[src/rtl/addr_alu_datapath_pkg.sv]
// Shared definitions for the address/ALU datapath slice: widths, ALU function
// codes, address-low base/offset selects, address-high base selects, constants.
package addr_alu_datapath_pkg;

  localparam int unsigned DATA_W = 8;
  localparam int unsigned ADDR_W = 16;

  // ALU function codes
  localparam logic [4:0] ALU_PASS_R = 5'h00;
  localparam logic [4:0] ALU_PASS_M = 5'h01;
  localparam logic [4:0] ALU_OR     = 5'h02;
  localparam logic [4:0] ALU_AND    = 5'h03;
  localparam logic [4:0] ALU_XOR    = 5'h04;
  localparam logic [4:0] ALU_ADC    = 5'h05;
  localparam logic [4:0] ALU_SBC    = 5'h06;
  localparam logic [4:0] ALU_ROL_M  = 5'h07;
  localparam logic [4:0] ALU_ROR_M  = 5'h08;
  localparam logic [4:0] ALU_ROL_R  = 5'h09;
  localparam logic [4:0] ALU_ROR_R  = 5'h0A;
  localparam logic [4:0] ALU_BIC    = 5'h0B;

  // Address-low base selects (abl_op[4:2])
  localparam logic [2:0] ABL_B_ABL = 3'd0;
  localparam logic [2:0] ABL_B_PCL = 3'd1;
  localparam logic [2:0] ABL_B_DB  = 3'd2;
  localparam logic [2:0] ABL_B_AHL = 3'd3;
  localparam logic [2:0] ABL_B_REG = 3'd4;

  // Address-low offset selects (abl_op[1:0])
  localparam logic [1:0] ABL_O_ZERO = 2'd0;
  localparam logic [1:0] ABL_O_REG  = 2'd1;
  localparam logic [1:0] ABL_O_DB   = 2'd2;

  // Address-high base selects (abh_op[3:1])
  localparam logic [2:0] ABH_B_ABH  = 3'd0;
  localparam logic [2:0] ABH_B_PCH  = 3'd1;
  localparam logic [2:0] ABH_B_DB   = 3'd2;
  localparam logic [2:0] ABH_B_ZP   = 3'd3;
  localparam logic [2:0] ABH_B_STK  = 3'd4;
  localparam logic [2:0] ABH_B_VEC  = 3'd5;

  localparam logic [7:0] BYTE_00 = 8'h00;
  localparam logic [7:0] BYTE_01 = 8'h01;
  localparam logic [7:0] BYTE_FF = 8'hFF;

endpackage

[src/rtl/addr_alu_datapath_if.sv]
// Sequencer <-> datapath bundle: microcode control fields, operand buses and
// the datapath results (address bus, PC, ALU result and flags).
// master: sequencer side; slave: datapath side.
interface addr_alu_datapath_if;
  import addr_alu_datapath_pkg::*;

  logic [4:0]        abl_op;
  logic              abl_ci;
  logic [3:0]        abh_op;
  logic              ld_ahl;
  logic              ld_pc;
  logic              inc_pc;
  logic [DATA_W-1:0] DB;
  logic [DATA_W-1:0] REG;
  logic [DATA_W-1:0] M;
  logic [4:0]        alu_op;
  logic              alu_ci;
  logic              alu_si;
  logic [ADDR_W-1:0] AD;
  logic [ADDR_W-1:0] PC;
  logic [DATA_W-1:0] alu_out;
  logic              alu_co;
  logic              alu_v;
  logic              adjh;
  logic              adjl;

  modport master (
    output abl_op, abl_ci, abh_op, ld_ahl, ld_pc, inc_pc, DB, REG, M,
           alu_op, alu_ci, alu_si,
    input  AD, PC, alu_out, alu_co, alu_v, adjh, adjl
  );

  modport slave (
    input  abl_op, abl_ci, abh_op, ld_ahl, ld_pc, inc_pc, DB, REG, M,
           alu_op, alu_ci, alu_si,
    output AD, PC, alu_out, alu_co, alu_v, adjh, adjl
  );
endinterface

[src/rtl/addr_alu_datapath_dp_alu.sv]
// dp_alu: purely combinational 8-bit ALU.
// Ports: op (function code), r/m operands, ci carry in, si shift-in;
//        out_c result, co_c carry, v_c signed overflow, adjh_c/adjl_c BCD adjust.
// Macro ALU_BCD_EN: when defined, adjh_c/adjl_c are generated; otherwise tied 0
// and the half-carry adder is not built.
module dp_alu
  import addr_alu_datapath_pkg::*;
(
  input  logic [4:0]        op,
  input  logic [DATA_W-1:0] r,
  input  logic [DATA_W-1:0] m,
  input  logic              ci,
  input  logic              si,
  output logic [DATA_W-1:0] out_c,
  output logic              co_c,
  output logic              v_c,
  output logic              adjh_c,
  output logic              adjl_c
);

  logic [DATA_W-1:0] b_opnd;
  logic [DATA_W:0]   sum;
`ifdef ALU_BCD_EN
  logic [4:0]        half;
`endif

  always_comb begin
    // Subtract is R + ~M + ci; one adder serves both arithmetic codes
    b_opnd = (op == ALU_SBC) ? ~m : m;
    sum    = {1'b0, r} + {1'b0, b_opnd} + 9'(ci);
    out_c  = r;
    co_c   = 1'b0;
    v_c    = 1'b0;
    adjh_c = 1'b0;
    adjl_c = 1'b0;
    case (op)
      ALU_PASS_R: out_c = r;
      ALU_PASS_M: out_c = m;
      ALU_OR:     out_c = r | m;
      ALU_AND:    out_c = r & m;
      ALU_XOR:    out_c = r ^ m;
      ALU_ADC, ALU_SBC: begin
        out_c = sum[7:0];
        co_c  = sum[8];
        v_c   = (r[7] == b_opnd[7]) && (sum[7] != r[7]);
      end
      ALU_ROL_M: begin out_c = {m[6:0], si}; co_c = m[7]; end
      ALU_ROR_M: begin out_c = {si, m[7:1]}; co_c = m[0]; end
      ALU_ROL_R: begin out_c = {r[6:0], si}; co_c = r[7]; end
      ALU_ROR_R: begin out_c = {si, r[7:1]}; co_c = r[0]; end
      ALU_BIC:    out_c = ~r & m;
      default: ;
    endcase
`ifdef ALU_BCD_EN
    half = {1'b0, r[3:0]} + {1'b0, b_opnd[3:0]} + 5'(ci);
    if (op == ALU_ADC) begin
      adjl_c = half[4] | (sum[3:0] > 4'd9);
      adjh_c = sum[8] | (sum[7:0] > 8'h99);
    end else if (op == ALU_SBC) begin
      adjl_c = ~half[4];
      adjh_c = ~sum[8];
    end
`endif
  end

endmodule

[src/rtl/addr_alu_datapath.sv]
// addr_alu_datapath: 65C02-class address generator (ABL/ABH/PC/AHL) plus ALU.
// Ports: clk, RST (synchronous, active-high), bus (slave modport) carrying the
//        microcode controls, DB/REG/M operands, combinational AD and ALU
//        outputs, and the registered PC.
// Macro ALU_BCD_EN: enables the BCD adjust outputs of the ALU.
module addr_alu_datapath
  import addr_alu_datapath_pkg::*;
(
  input  logic                 clk,
  input  logic                 RST,
  addr_alu_datapath_if.slave   bus
);

  logic [DATA_W-1:0] abl, abh, pcl, pch, ahl;
  logic [DATA_W-1:0] adl_base, adl_off, adh_base, adl, adh;
  logic [DATA_W:0]   adl_sum, pcl_sum;
  logic              abl_co;
  logic [DATA_W-1:0] pch_next;
  logic [DATA_W-1:0] alu_out_c;
  logic              alu_co_c, alu_v_c, adjh_c, adjl_c;

  // Address-low/high generation
  always_comb begin
    adl_base = BYTE_00;
    case (bus.abl_op[4:2])
      ABL_B_ABL: adl_base = abl;
      ABL_B_PCL: adl_base = pcl;
      ABL_B_DB:  adl_base = bus.DB;
      ABL_B_AHL: adl_base = ahl;
      ABL_B_REG: adl_base = bus.REG;
      default:   adl_base = BYTE_00;
    endcase
    adl_off = BYTE_00;
    case (bus.abl_op[1:0])
      ABL_O_REG: adl_off = bus.REG;
      ABL_O_DB:  adl_off = bus.DB;
      default:   adl_off = BYTE_00;
    endcase
    adl_sum = {1'b0, adl_base} + {1'b0, adl_off} + 9'(bus.abl_ci);
    adl     = adl_sum[7:0];
    abl_co  = adl_sum[8];
    adh_base = abh;
    case (bus.abh_op[3:1])
      ABH_B_PCH: adh_base = pch;
      ABH_B_DB:  adh_base = bus.DB;
      ABH_B_ZP:  adh_base = BYTE_00;
      ABH_B_STK: adh_base = BYTE_01;
      ABH_B_VEC: adh_base = BYTE_FF;
      default:   adh_base = abh;
    endcase
    // Page carry only propagates when the microcode asks for it
    adh = adh_base + 8'(bus.abh_op[0] & abl_co);
  end

  // PC next value: optional load from AD, then optional 16-bit increment
  always_comb begin
    pcl_sum  = {1'b0, (bus.ld_pc ? adl : pcl)} + 9'(bus.inc_pc);
    pch_next = (bus.ld_pc ? adh : pch) + 8'(pcl_sum[8]);
  end

  // Address, AHL and PC registers
  always_ff @(posedge clk) begin
    if (RST) begin
      abl <= BYTE_00;
      abh <= BYTE_00;
      pcl <= BYTE_00;
      pch <= BYTE_00;
      ahl <= BYTE_00;
    end else begin
      abl <= adl;
      abh <= adh;
      pcl <= pcl_sum[7:0];
      pch <= pch_next;
      if (bus.ld_ahl) ahl <= bus.DB;
    end
  end

  dp_alu u_alu (
    .op     (bus.alu_op),
    .r      (bus.REG),
    .m      (bus.M),
    .ci     (bus.alu_ci),
    .si     (bus.alu_si),
    .out_c  (alu_out_c),
    .co_c   (alu_co_c),
    .v_c    (alu_v_c),
    .adjh_c (adjh_c),
    .adjl_c (adjl_c)
  );

  assign bus.AD      = {adh, adl};
  assign bus.PC      = {pch, pcl};
  assign bus.alu_out = alu_out_c;
  assign bus.alu_co  = alu_co_c;
  assign bus.alu_v   = alu_v_c;
  assign bus.adjh    = adjh_c;
  assign bus.adjl    = adjl_c;

endmodule

[src/flat_wrapper.sv]
// flat-port wrapper written by rule: the top's interface ports become plain ports
module addr_alu_datapath_flat import addr_alu_datapath_pkg::*;
  (clk, RST, bus_abl_op, bus_abl_ci, bus_abh_op, bus_ld_ahl, bus_ld_pc, bus_inc_pc, bus_DB, bus_REG, bus_M, bus_alu_op, bus_alu_ci, bus_alu_si, bus_AD, bus_PC, bus_alu_out, bus_alu_co, bus_alu_v, bus_adjh, bus_adjl);
  addr_alu_datapath_if bus_i ();
  input  logic clk;
  input  logic RST;
  input wire logic [$bits(bus_i.abl_op)-1:0] bus_abl_op;
  input wire logic [$bits(bus_i.abl_ci)-1:0] bus_abl_ci;
  input wire logic [$bits(bus_i.abh_op)-1:0] bus_abh_op;
  input wire logic [$bits(bus_i.ld_ahl)-1:0] bus_ld_ahl;
  input wire logic [$bits(bus_i.ld_pc)-1:0] bus_ld_pc;
  input wire logic [$bits(bus_i.inc_pc)-1:0] bus_inc_pc;
  input wire logic [$bits(bus_i.DB)-1:0] bus_DB;
  input wire logic [$bits(bus_i.REG)-1:0] bus_REG;
  input wire logic [$bits(bus_i.M)-1:0] bus_M;
  input wire logic [$bits(bus_i.alu_op)-1:0] bus_alu_op;
  input wire logic [$bits(bus_i.alu_ci)-1:0] bus_alu_ci;
  input wire logic [$bits(bus_i.alu_si)-1:0] bus_alu_si;
  output wire logic [$bits(bus_i.AD)-1:0] bus_AD;
  output wire logic [$bits(bus_i.PC)-1:0] bus_PC;
  output wire logic [$bits(bus_i.alu_out)-1:0] bus_alu_out;
  output wire logic [$bits(bus_i.alu_co)-1:0] bus_alu_co;
  output wire logic [$bits(bus_i.alu_v)-1:0] bus_alu_v;
  output wire logic [$bits(bus_i.adjh)-1:0] bus_adjh;
  output wire logic [$bits(bus_i.adjl)-1:0] bus_adjl;
  assign bus_i.abl_op = bus_abl_op;
  assign bus_i.abl_ci = bus_abl_ci;
  assign bus_i.abh_op = bus_abh_op;
  assign bus_i.ld_ahl = bus_ld_ahl;
  assign bus_i.ld_pc = bus_ld_pc;
  assign bus_i.inc_pc = bus_inc_pc;
  assign bus_i.DB = bus_DB;
  assign bus_i.REG = bus_REG;
  assign bus_i.M = bus_M;
  assign bus_i.alu_op = bus_alu_op;
  assign bus_i.alu_ci = bus_alu_ci;
  assign bus_i.alu_si = bus_alu_si;
  assign bus_AD = bus_i.AD;
  assign bus_PC = bus_i.PC;
  assign bus_alu_out = bus_i.alu_out;
  assign bus_alu_co = bus_i.alu_co;
  assign bus_alu_v = bus_i.alu_v;
  assign bus_adjh = bus_i.adjh;
  assign bus_adjl = bus_i.adjl;
  addr_alu_datapath u_core (.clk(clk), .RST(RST), .bus(bus_i));
endmodule
[config.mk]
export PLATFORM = sky130hd
export DESIGN_NAME = addr_alu_datapath_flat
export DESIGN_NICKNAME = d
export VERILOG_FILES = /design/src/rtl/addr_alu_datapath_pkg.sv /design/src/rtl/addr_alu_datapath_if.sv /design/src/rtl/addr_alu_datapath_dp_alu.sv /design/src/rtl/addr_alu_datapath.sv /design/src/flat_wrapper.sv
export SDC_FILE = /design/constraint.sdc
export NUM_CORES = 1
export LEC_CHECK = 0
export CAP_MARGIN = 20
export CORE_UTILIZATION = 47
export CTS_CLUSTER_SIZE = 10
export DETAILED_ROUTE_END_ITERATION = 8
export HOLD_SLACK_MARGIN = 0.12
export PLACE_DENSITY = 0.78
export SYNTH_ARGS = -nofsm -noshare
export SYNTH_HDL_FRONTEND = slang
export SYNTH_SLANG_ARGS = --single-unit
[constraint.sdc]
create_clock -name clk -period 5.3 [get_ports clk]
set_input_delay 1.06 -clock clk [delete_from_list [all_inputs] [get_ports clk]]
set_output_delay 1.06 -clock clk [all_outputs]
set_load 0.03 [all_outputs]
==> results_dict.tcl <==
set metrics [dict create \
    wl_met1_um 5910 \
    antenna_left 0 \
    routed_wl_um 14420 \
    wl_met2_um 6980 \
    grt_antenna_before_repair 0 \
    hold_class "flop to flop" \
    yosysSeqAreaShare_pct 19.49 \
    drtPass1Iterations 5 \
    drt_iter0_drc 380 \
    drv_cap 0 \
    wl_met3_um 1152 \
    post-dp-hpwl_um 11120 \
    vias_per_cell 5.954 \
    critical_path_class "input pin to output port" \
    core_um2 8341 \
    swShare_pct 39.70 \
    die_y_um 95.50 \
    cts.sink_count 40 \
    die-width_um 95.50 \
    arrival_ns 4.26 \
    htreeDepth 2 \
    row_count 33 \
    whs_ns 0.5167 \
    synth_warnings 0 \
    p_leak_nw 2.740 \
    violations "negative setup slack" \
    min_period_ns 5.324 \
    start_util_pct 49.26 \
    finalHoldViolCount 0 \
    tightest_slew_ns 0.7729 \
    critPathMaxFanout 6 \
    place_congestion 0.9468 \
    portBuffers 87 \
    crit_required_ns 4.24 \
    nets 805 \
    hold_buffers 0 \
    grt_overflow 0 \
    cts_root_buffer "clkbuf_8" \
    synthFlopType "dfxtp_1" \
    clk_path_buf_depth 2 \
    syn_inst 543 \
    fmax_mhz 187.8 \
    dieArea_um2 9120 \
    finalSetupViolCount 2 \
    relSlewSlack_pct 48.23 \
    grt_pass1_wl_um 22560 \
    final_core_util_pct 73.76 \
    path_clk_slew_ns 0.08 \
    power_frac_seq_pct 30.0 \
    antenna_cells 0 \
    syn-cell-area_um2 4109 \
    highest_layer "met4" \
    worst_slack_ns -0.02365 \
    io_pins 90 \
    synth-edff-count 0 \
    avgSynthCellArea_um2 7.567 \
    synth_cell_type_count 64 \
    final-max-slew-violation-count 0 \
    track_usage_pct 31.76 \
    start_kind "input pin" \
    vias 4948 \
    grt_max_degree 30 \
    internal_power_w 0.0007062 \
    drive_gt1_share_pct 28.51 \
    grt_pass1_vias 4755 \
    fin_skew_ns 0.01690 \
    cts_tree "done" \
    fin_crit_sh_pct 100.4 \
    synthArstFlopShare_pct 0 \
    end_kind "output port" \
    drc 0 \
    clkPwrFrac_pct 17.7 \
    p_sw_w 0.0004649 \
    power_density_nw_per_um2 190.4 \
    vdd_ir_drop_max_uv 176.3 \
    ys_ff_latch 40 \
    cts_buffers 5 \
    wl_per_cell_um 17.35 \
    area_growth_syn_to_layout_pct 49.73 \
    status "finished with violations" \
    clkLatencyLatePin_ns 0.30 \
    rsz0062_at_grt "yes" \
    comb_power_share_pct 52.3 \
]
## through the flow
stage	instances	cell area [um2]	setup TNS [ns]	power, W	worst slack (ns)
floorplan	544	4146	0	0.0006731	0.02524
global placement	814	5774	-5.442	0.0009171	-0.6433
detailed placement	814	5774	-7.365	0.0009279	-0.7641
CTS	829	6047	-0.05534	0.001155	-0.02211
global route	831	6152	-0.6660	0.001236	-0.1634
finish	831	6152	-0.02828	0.001171	-0.02365
## cells by family (layout without fill, tap and decap cells)
logic type	Yosys count	in the layout	synth area share, %
AO/OA/AOI/OAI	154	154	26.34
XOR/XNOR	41	41	8.739
adder cells (fa/ha/maj)	34	34	11.08
buffers and inverters	64	246	6.334
flip-flops	40	40	19.49
multiplexers	22	22	5.511
other	1	2	0.09126
AND/OR/NAND/NOR	187	187	22.41
## registers in the layout (all words and copies together), names as in the netlist
register,cells
u_core.pcl,8
u_core.pch,8
u_core.abh,8
u_core.abl,8
u_core.ahl,8
## worst max-delay path, cell delays in order
cell	delay, ns
buf_12	0.09
mux2i_2	0.22
nor2_1	0.07
a21oi_2	0.16
o22ai_4	0.09
fa_2	0.36
fa_2	0.35
a21o_1	0.20
a21oi_2	0.16
o21a_1	0.15
o21bai_1	0.10
a21oi_1	0.18
nor2b_1	0.07
ha_2	0.19
inv_2	0.05
a311o_1	0.19
nor4_4	0.07
buf_4	0.17
xnor2_4	0.12
inv_2	0.08
buf_6	0.12
## what timing repair did
item,4_1_cts,5_1_grt
buffers inserted,7,2
pin swaps,20,15
resized for setup,77,23
setup endpoints to repair,14,13
## synthesized netlist by cell type, drive strengths merged (11+ instances only)
cell	count	area share [%]
nor2	67	6.2
nand3	14	1.8
xnor2	32	6.8
mux2i	17	4.1
a21oi	33	4.0
nor2b	24	3.7
clkbuf	19	1.7
inv	35	3.2
a31oi	11	1.8
o21ai	18	2.2
nor3	15	1.8
ha	30	9.1
a22oi	20	3.7
nand2	29	2.6
dfxtp	40	19
## cell usage in the layout (no fill, tap or decap), types with 22 or more instances in the layout
| cell type | instances |
|---|---|
| ha_1 | 26 |
| nor2b_1 | 22 |
| a21oi_1 | 31 |
| inv_1 | 30 |
| nand2_1 | 27 |
| buf_4 | 127 |
| xnor2_1 | 28 |
| clkdlybuf4s50_1 | 52 |
| dfxtp_1 | 40 |
| nor2_1 | 61 |
## power groups by stage
stage	Combinational, W	Clock [W]	Sequential (W)
after floorplan	0.000304	0	0.000369
after global placement	0.000562	0	0.000355
after detailed placement	0.000573	0	0.000355
after CTS	0.000595	0.000211	0.000348
after global routing	0.000659	0.000225	0.000352
final	0.000613	0.000208	0.000351
## per-layer routing
metal | global-route usage, % | vias up
li1 | - | 2331
met4 | 10.95 | 0
met5 | 0 | -
met2 | 55.18 | 258
met1 | 39.94 | 2321
met3 | 4.386 | 38
## path summary, 6_finish.rpt
kind | start | end | slack (ns) | cells past startpoint
worst min-delay path | u_core.ahl[6] | u_core.ahl[6] | 0.52 | 2
worst min register to register | u_core.ahl[6] | u_core.ahl[6] | 0.52 | 2
worst max register to register | u_core.ahl[0] | u_core.pch[5] | 0.99 | 23
worst max-delay path | bus_abl_op[2] | bus_AD[13] | -0.02 | 21
## area by class of cell
| cell class | count | area (um2) |
|---|---|---|
| Multi-Input combinational cell | 440 | 3297 |
| Tap cell | 105 | 131.4 |
| Clock buffer | 5 | 68.82 |
| Timing Repair Buffer | 203 | 1704 |
| Inverter | 35 | 131.4 |
| Sequential cell | 40 | 800.8 |
| Fill cell | 635 | 2188 |
| Clock inverter | 3 | 18.77 |
Note: power is estimated with default switching activity, not from simulation.
